### src/rtl/pc_ctrl_pkg.sv
// Shared types for the program-counter sequencer slice.
// PC mode encoding, address/operand widths and controller state.
package pc_ctrl_pkg;

   localparam int A = 8;
   localparam int N = 16;

   typedef enum logic [1:0] {
      HALTCOUNT = 2'd0,
      INCREMENT = 2'd1,
      ABSOLUTE  = 2'd2,
      RELATIVE  = 2'd3
   } modePC;

   typedef enum logic [1:0] {
      BOOT   = 2'd0,
      RUN    = 2'd1,
      HALTED = 2'd2
   } pcCtrlState;

   function automatic logic [N-1:0] zext(input logic [A-1:0] v);
      return {{(N-A){1'b0}}, v};
   endfunction

endpackage

### src/rtl/pc_ctrl_ret_stack.sv
// Circular return-address stack: push on full overwrites the oldest
// entry, pop on empty yields 0; both raise a sticky error.
module ret_stack
   import pc_ctrl_pkg::*;
#(
   parameter int DEPTH = 4
) (
   input  logic         clk_i,
   input  logic         n_rst_i,
   input  logic         push,
   input  logic         pop,
   input  logic [A-1:0] wdata,
   output logic [A-1:0] data,
   output logic         full,
   output logic         empty,
   output logic         err
);

   localparam int PW = $clog2(DEPTH);

   logic [A-1:0] mem [DEPTH];
   logic [PW-1:0] wp;
   logic [PW:0]   cnt;

   assign full  = cnt == (PW+1)'(DEPTH);
   assign empty = cnt == '0;
   assign data  = empty ? '0 : mem[wp - PW'(1)];

   always_ff @(posedge clk_i or negedge n_rst_i) begin
      if (!n_rst_i) begin
         wp  <= '0;
         cnt <= '0;
         err <= 1'b0;
      end else if (pop) begin
         if (empty) begin
            err <= 1'b1;
         end else begin
            wp  <= wp - PW'(1);
            cnt <= cnt - (PW+1)'(1);
         end
      end else if (push) begin
         wp <= wp + PW'(1);
         if (full) err <= 1'b1;
         else      cnt <= cnt + (PW+1)'(1);
      end
   end

   // Storage needs no reset: empty/count gate every read.
   always_ff @(posedge clk_i) begin
      if (push && !pop) mem[wp] <= wdata;
   end

endmodule

### src/rtl/pc_ctrl.sv
// PC sequencer: arbitrates halt/jump/branch/stall into pc mode and operand.
// Optional return stack enabled by PC_CTRL_CALLSTACK_EN.
module pc_ctrl
   import pc_ctrl_pkg::*;
#(
   parameter int FLUSH_CYCLES = 1,
   parameter int STACK_DEPTH  = 4
) (
   input  logic                clk_i,
   input  logic                n_rst_i,
   input  logic [A-1:0]        addr_i,
   input  logic                stall_i,
   input  logic                rel_req_i,
   input  logic signed [N-1:0] rel_off_i,
   input  logic                abs_req_i,
   input  logic [N-1:0]        abs_tgt_i,
   input  logic                call_i,
   input  logic                ret_i,
   input  logic                halt_i,
   input  logic                resume_i,
   output modePC               mode_o,
   output logic signed [N-1:0] data_o,
   output logic                fetch_valid_o,
   output logic                halted_o,
   output logic                stack_err_o
);

   localparam int CW = $clog2(FLUSH_CYCLES + 1);

   pcCtrlState    state;
   logic [CW-1:0] flush_cnt;
   logic          run;
   logic          do_ret;
   logic [A-1:0]  pop_val;
   logic          redirect;

   assign run = (state == RUN) && !halt_i;

`ifdef PC_CTRL_CALLSTACK_EN
   logic do_push;
   logic unused_full;
   logic unused_empty;

   // ret outranks call, so a same-cycle call never pushes.
   assign do_ret  = run && ret_i;
   assign do_push = run && call_i && !ret_i;

   ret_stack #(
      .DEPTH(STACK_DEPTH)
   ) u_ret_stack (
      .clk_i  (clk_i),
      .n_rst_i(n_rst_i),
      .push   (do_push),
      .pop    (do_ret),
      .wdata  (addr_i + A'(1)),
      .data   (pop_val),
      .full   (unused_full),
      .empty  (unused_empty),
      .err    (stack_err_o)
   );
`else
   localparam int unused_depth = STACK_DEPTH;
   logic unused_sigs;

   assign unused_sigs = ret_i ^ (|addr_i);
   assign do_ret      = 1'b0;
   assign pop_val     = '0;
   assign stack_err_o = 1'b0;
`endif

   always_comb begin
      mode_o   = HALTCOUNT;
      data_o   = '0;
      redirect = 1'b0;
      if (state == RUN) begin
         priority case (1'b1)
            halt_i: mode_o = HALTCOUNT;
            do_ret: begin
               mode_o   = ABSOLUTE;
               data_o   = zext(pop_val);
               redirect = 1'b1;
            end
            call_i | abs_req_i: begin
               mode_o   = ABSOLUTE;
               data_o   = abs_tgt_i;
               redirect = 1'b1;
            end
            rel_req_i: begin
               mode_o   = RELATIVE;
               data_o   = rel_off_i;
               redirect = 1'b1;
            end
            stall_i: mode_o = HALTCOUNT;
            default: mode_o = INCREMENT;
         endcase
      end else if (state == HALTED && resume_i) begin
         mode_o = INCREMENT;
      end
   end

   assign fetch_valid_o = run && flush_cnt == '0 && !stall_i;
   assign halted_o      = state == HALTED;

   always_ff @(posedge clk_i or negedge n_rst_i) begin
      if (!n_rst_i) begin
         state     <= BOOT;
         flush_cnt <= '0;
      end else begin
         unique case (state)
            BOOT:    state <= RUN;
            RUN:     if (halt_i) state <= HALTED;
            HALTED:  if (resume_i) state <= RUN;
            default: state <= BOOT;
         endcase
         if (redirect)
            flush_cnt <= CW'(FLUSH_CYCLES);
         else if (flush_cnt != '0 && !stall_i)
            flush_cnt <= flush_cnt - CW'(1);
      end
   end

endmodule

### config.mk
export PLATFORM = sky130hd
export DESIGN_NAME = pc_ctrl
export DESIGN_NICKNAME = d
export VERILOG_FILES = /design/src/rtl/pc_ctrl_pkg.sv /design/src/rtl/pc_ctrl_ret_stack.sv /design/src/rtl/pc_ctrl.sv
export SDC_FILE = /design/constraint.sdc
export NUM_CORES = 1
export LEC_CHECK = 0
export ABC_AREA = 1
export BUFFER_PORTS_ARGS = -buffer_cell sky130_fd_sc_hd__buf_2
export CAP_MARGIN = 20
export CORE_MARGIN = 3
export CORE_UTILIZATION = 35
export CTS_CLUSTER_SIZE = 10
export DETAILED_ROUTE_END_ITERATION = 8
export PLACE_DENSITY = 0.83
export SYNTH_ARGS = -nofsm -noshare
export SYNTH_HDL_FRONTEND = slang
export SYNTH_SLANG_ARGS = --single-unit
### constraint.sdc
create_clock -name clk_i -period 2 [get_ports clk_i]
set_input_delay 0.4 -clock clk_i [delete_from_list [all_inputs] [get_ports clk_i]]
set_output_delay 0.4 -clock clk_i [all_outputs]
set_load 0.02 [all_outputs]
# Yosys cells after proc, flatten, opt, wreduce, memory -nomap -nowiden

Cells that the tools add are included.

Input port bits: 49
Register bits after elaboration: 3

Reductions and logical operators: 10
Add/subtract/negate cells: 1
Muxes and demuxes: 19
Eq/ne operators: 4
Bitwise operators: 2

Operator list:

| operator              | count |
|---|---|
| $mux W16              | 4 |
| $mux W2               | 6 |
| $mux W1               | 8 |
| $pmux W2 S3           | 1 |
| $logic_and A1 B1 Y1   | 5 |
| $ne A2 B2 Y1 const B  | 2 |
| $eq A2 B1 Y1 const B  | 1 |
| $eq A2 B2 Y1 const B  | 1 |
| $logic_not A1 Y1      | 2 |
| $logic_not A2 Y1      | 1 |
| $reduce_and A2 Y1     | 1 |
| $reduce_bool A2 Y1    | 1 |
| $not A1 Y1            | 1 |
| $or A1 B1 Y1          | 1 |
| $sub A1 B1 Y1 const B | 1 |

# Longest topological paths before layout

Depth after elaboration: 5
Depth in mapped cells: 6
Gate-level depth less buffers: 5

# Worst setup path after synthesis

No wires, ideal clock.

Kind: input port to output port
From: input port halt_i
To: output port fetch_valid_o
Buffers on the path: 0
Data arrival time: 1.109 ns
Data required time: 1.600 ns
Slack: 0.491 ns
Cell stages on the path: 3
Cells stage by stage: inv_1 nand3_1 nor3_1

Word-level cells in the longest chain between the ends: 4

Ends and longest elaborated chain:

| element                          | line           | source |
|---|---|---|
| from (decl)                      | pc_ctrl.sv:19  | `input logic halt_i,` |
| $logic_not A1 Y1                 | pc_ctrl.sv:37  | `assign run = (state == RUN) && !halt_i;` |
| $logic_and A1 B1 Y1              | pc_ctrl.sv:37  |  |
| $logic_and A1 B1 Y1 (2 in a row) | pc_ctrl.sv:101 | `assign fetch_valid_o = run && flush_cnt == '0 && !stall_i;` |
| to (decl)                        | pc_ctrl.sv:23  | `output logic fetch_valid_o,` |

Every way passes these cells.

# Worst setup path after layout

From: register state[1]
To: output port data_o[13]

Word-level cells in the longest chain between the ends: 2

Ends and longest elaborated chain:

| element                | line           | source |
|---|---|---|
| from (decl)            | pc_ctrl.sv:30  | `pcCtrlState state;` |
| from (signal assigned) | pc_ctrl.sv:106 | `state <= BOOT;` |
| from (signal assigned) | pc_ctrl.sv:110 | `BOOT: state <= RUN;` |
| from (signal assigned) | pc_ctrl.sv:111 | `RUN: if (halt_i) state <= HALTED;` |
| $eq A2 B1 Y1           | pc_ctrl.sv:75  | `if (state == RUN) begin` |
| $mux W16               | pc_ctrl.sv:75  |  |
| to (decl)              | pc_ctrl.sv:22  | `output logic signed [N-1:0] data_o,` |

Every way passes these cells.

==> metrics.yaml <==
status: "finished clean"
grt_setup_unrepaired: "no"
die_h_um: 47.12
avgViaCountPerCell: 4.357
wire_per_inst_um: 9.302
synth-seq-cells: 3
grt_antenna_before_repair: 0
wl_um: 1851
rows: 14
fin_ws_ps: 236.6
setup_viol_count_final: 0
synth_top_area_share_pct: 39.32
postSynth.asyncResetShare_pct: 100.0
cts_sinks: 3
grt_max_degree: 19
cts_tree: "yes"
num-fill-cells: 174
syn2layout_area_growth_pct: 53.28
synth_warnings: 0
min_period_ps: 1763
syn_nets: 173
ios: 70
yosysMostFrequentCell: "nand2_1"
max_stage_delay_ps: 360
crit_chain: "inv_1 -> nand2_2 -> nor2_4 -> nand2_1 -> nor2_1 -> buf_2"
grt.overflow.total: 0
dieWidth_um: 47.12
fmax_mhz: 567.1
worstSetupStartpointType: "flip-flop"
cts_setup_buffers: 0
drtPass1Iterations: 4
synth_edf_count: 0
hold_class: "input pin to flip-flop"
die-area_mm2: 0.002220
slowest_stage: "dfrtp_1"
required_ps: 1600
vias: 867
path_class: "flip-flop to output port"
fin_skew_ps: 3.537
ys.flop_type: "dfrtp_1"
hold_viol: 0
p_leak_uw: 0.0006201
place_ws_ps: 292.6
clock-root-buffer: "clkbuf_4"
clock_path_buffers: 2
n_antenna_cell: 0
cp_max_fo: 13
synth_cells: 124
maxSlewViolCount: 0
cp-end-kind: "output port"
start_util_pct: 38.39
grt_pass1_vias: 788
grt_pass1_wl_um: 2822
drc_errors: 0
globalRouteTotalUtil_pct: 17.30
setup_tns_ps: 0
clk_latency_ps: 230
syn-cell-area_um2: 591.8
cp.arrival_ps: 1360
synth.cells.most_frequent: "nand2_1 (62), nor2_1 (29), inv_1 (14)"
post_dp_cell_area_um2: 870.8
finalInstanceArea_um2: 907.1
drt-initial-drc-count: 6
cts_made_buffers: 3
yosysUniqueCellTypes: 13
final_antenna_net_count: 0
nets: 233
clk_pin_slew_ps: 30
ys_seq_area_share_pct: 12.68
layout-drive-gt1-share_pct: 37.70
numPortBuffers: 59
hpwl_um: 1522
utilization_pct: 58.85
netlist.top_cell.by_area: "nand2_1"
synth.area.top_cells: "nand2_1 (39%), nor2_1 (18%), dfrtp_1 (13%), inv_1 (8.9%), buf_6 (5.7%)"
maxCapViolCount: 0
power_density_mw_per_mm2: 731.4
fp.coreArea_mm2: 0.001541
timing.final.crit_share_pct: 88.17
place.gp.congestion: 0.7610
peakVddDrop_mv: 0.4244
synth.avg_cell_area_um2: 4.773
cts_max_level: 1
-- where the power goes --
group	switching, uW	leakage [uW]	internal [uW]
clock network	30.9	0.0000150	74.7
registers	18.6	0.0000369	89.6
logic	295	0.000568	154
-- cell usage in the layout (no fill, tap or decap), types with 2 or more instances in the layout --
cell type | synthesis | layout
nor2_1 | 29 | 29
dfrtp_1 | 3 | 3
nand2_2 | 3 | 3
inv_1 | 14 | 14
buf_2 | 0 | 59
nor2_4 | 2 | 2
clkbuf_4 | 0 | 3
nand2_1 | 62 | 62
-- final cells by class --
cell class | instances | area, um^2 | share of cell area (%)
Inverter | 14 | 52.55 | 5.793
Tap cell | 16 | 20.02 | 2.207
Multi-Input combinational cell | 101 | 407.9 | 44.97
Timing Repair Buffer | 61 | 325.3 | 35.86
Clock buffer | 4 | 26.28 | 2.897
Sequential cell | 3 | 75.07 | 8.276
-- registers in the layout (all words and copies together), names as in the netlist --
register,cells
state,2
flush_cnt,1
-- worst max-delay path, delay by kind of cell (launching register included) --
kind,cells,cell delay (ps)
buffers and inverters,2,270
flip-flops,1,360
AND/OR/NAND/NOR,4,510
-- logic make-up (layout without fill, tap and decap cells) --
logic type	Yosys count	count (layout)	share of synthesized area [%]
flip-flops	3	3	12.68
other	1	1	0.6336
AND/OR/NAND/NOR	99	99	67.44
AO/OA/AOI/OAI	1	1	0.8449
buffers and inverters	20	79	18.39
-- metal layers --
metal | track usage, % | wire length (um) | part of all wire, %
met4 | 4.972 | 0 | 0
met3 | 2.299 | 137 | 7.4
met5 | 0 | 0 | 0
met1 | 17.12 | 686 | 37
met2 | 36.04 | 1027 | 55
-- path summary, 6_finish.rpt --
kind                           start         end  slack, ps  depth (start not counted)
max                         state[1]  data_o[13]        240                          6
min                          stall_i   flush_cnt        430                          3
max reg2reg                 state[1]   flush_cnt       1000                          5
min reg2reg                flush_cnt   flush_cnt        490                          2
max in group asynchronous    n_rst_i    state[1]       1350                          2
min in group asynchronous    n_rst_i    state[0]        530                          2
-- timing repair --
action	CTS	global route
hold buffers	1	0
endpoints found under the setup margin	0	0
resized for setup	0	0
endpoints found under the hold margin	3	0
-- per-stage QoR --
| step | instances | hold slack [ps] | power (uW) |
|---|---|---|---|
| after floorplan | 124 | 104.4 | 426.7 |
| after global placement | 194 | 196.0 | 550.2 |
| after detailed placement | 194 | 200.6 | 559.8 |
| after CTS | 199 | 434.9 | 668.5 |
| after global routing | 199 | 454.3 | 722.4 |
| final | 199 | 430.5 | 663.4 |
Power figures use the tool's default switching activity.
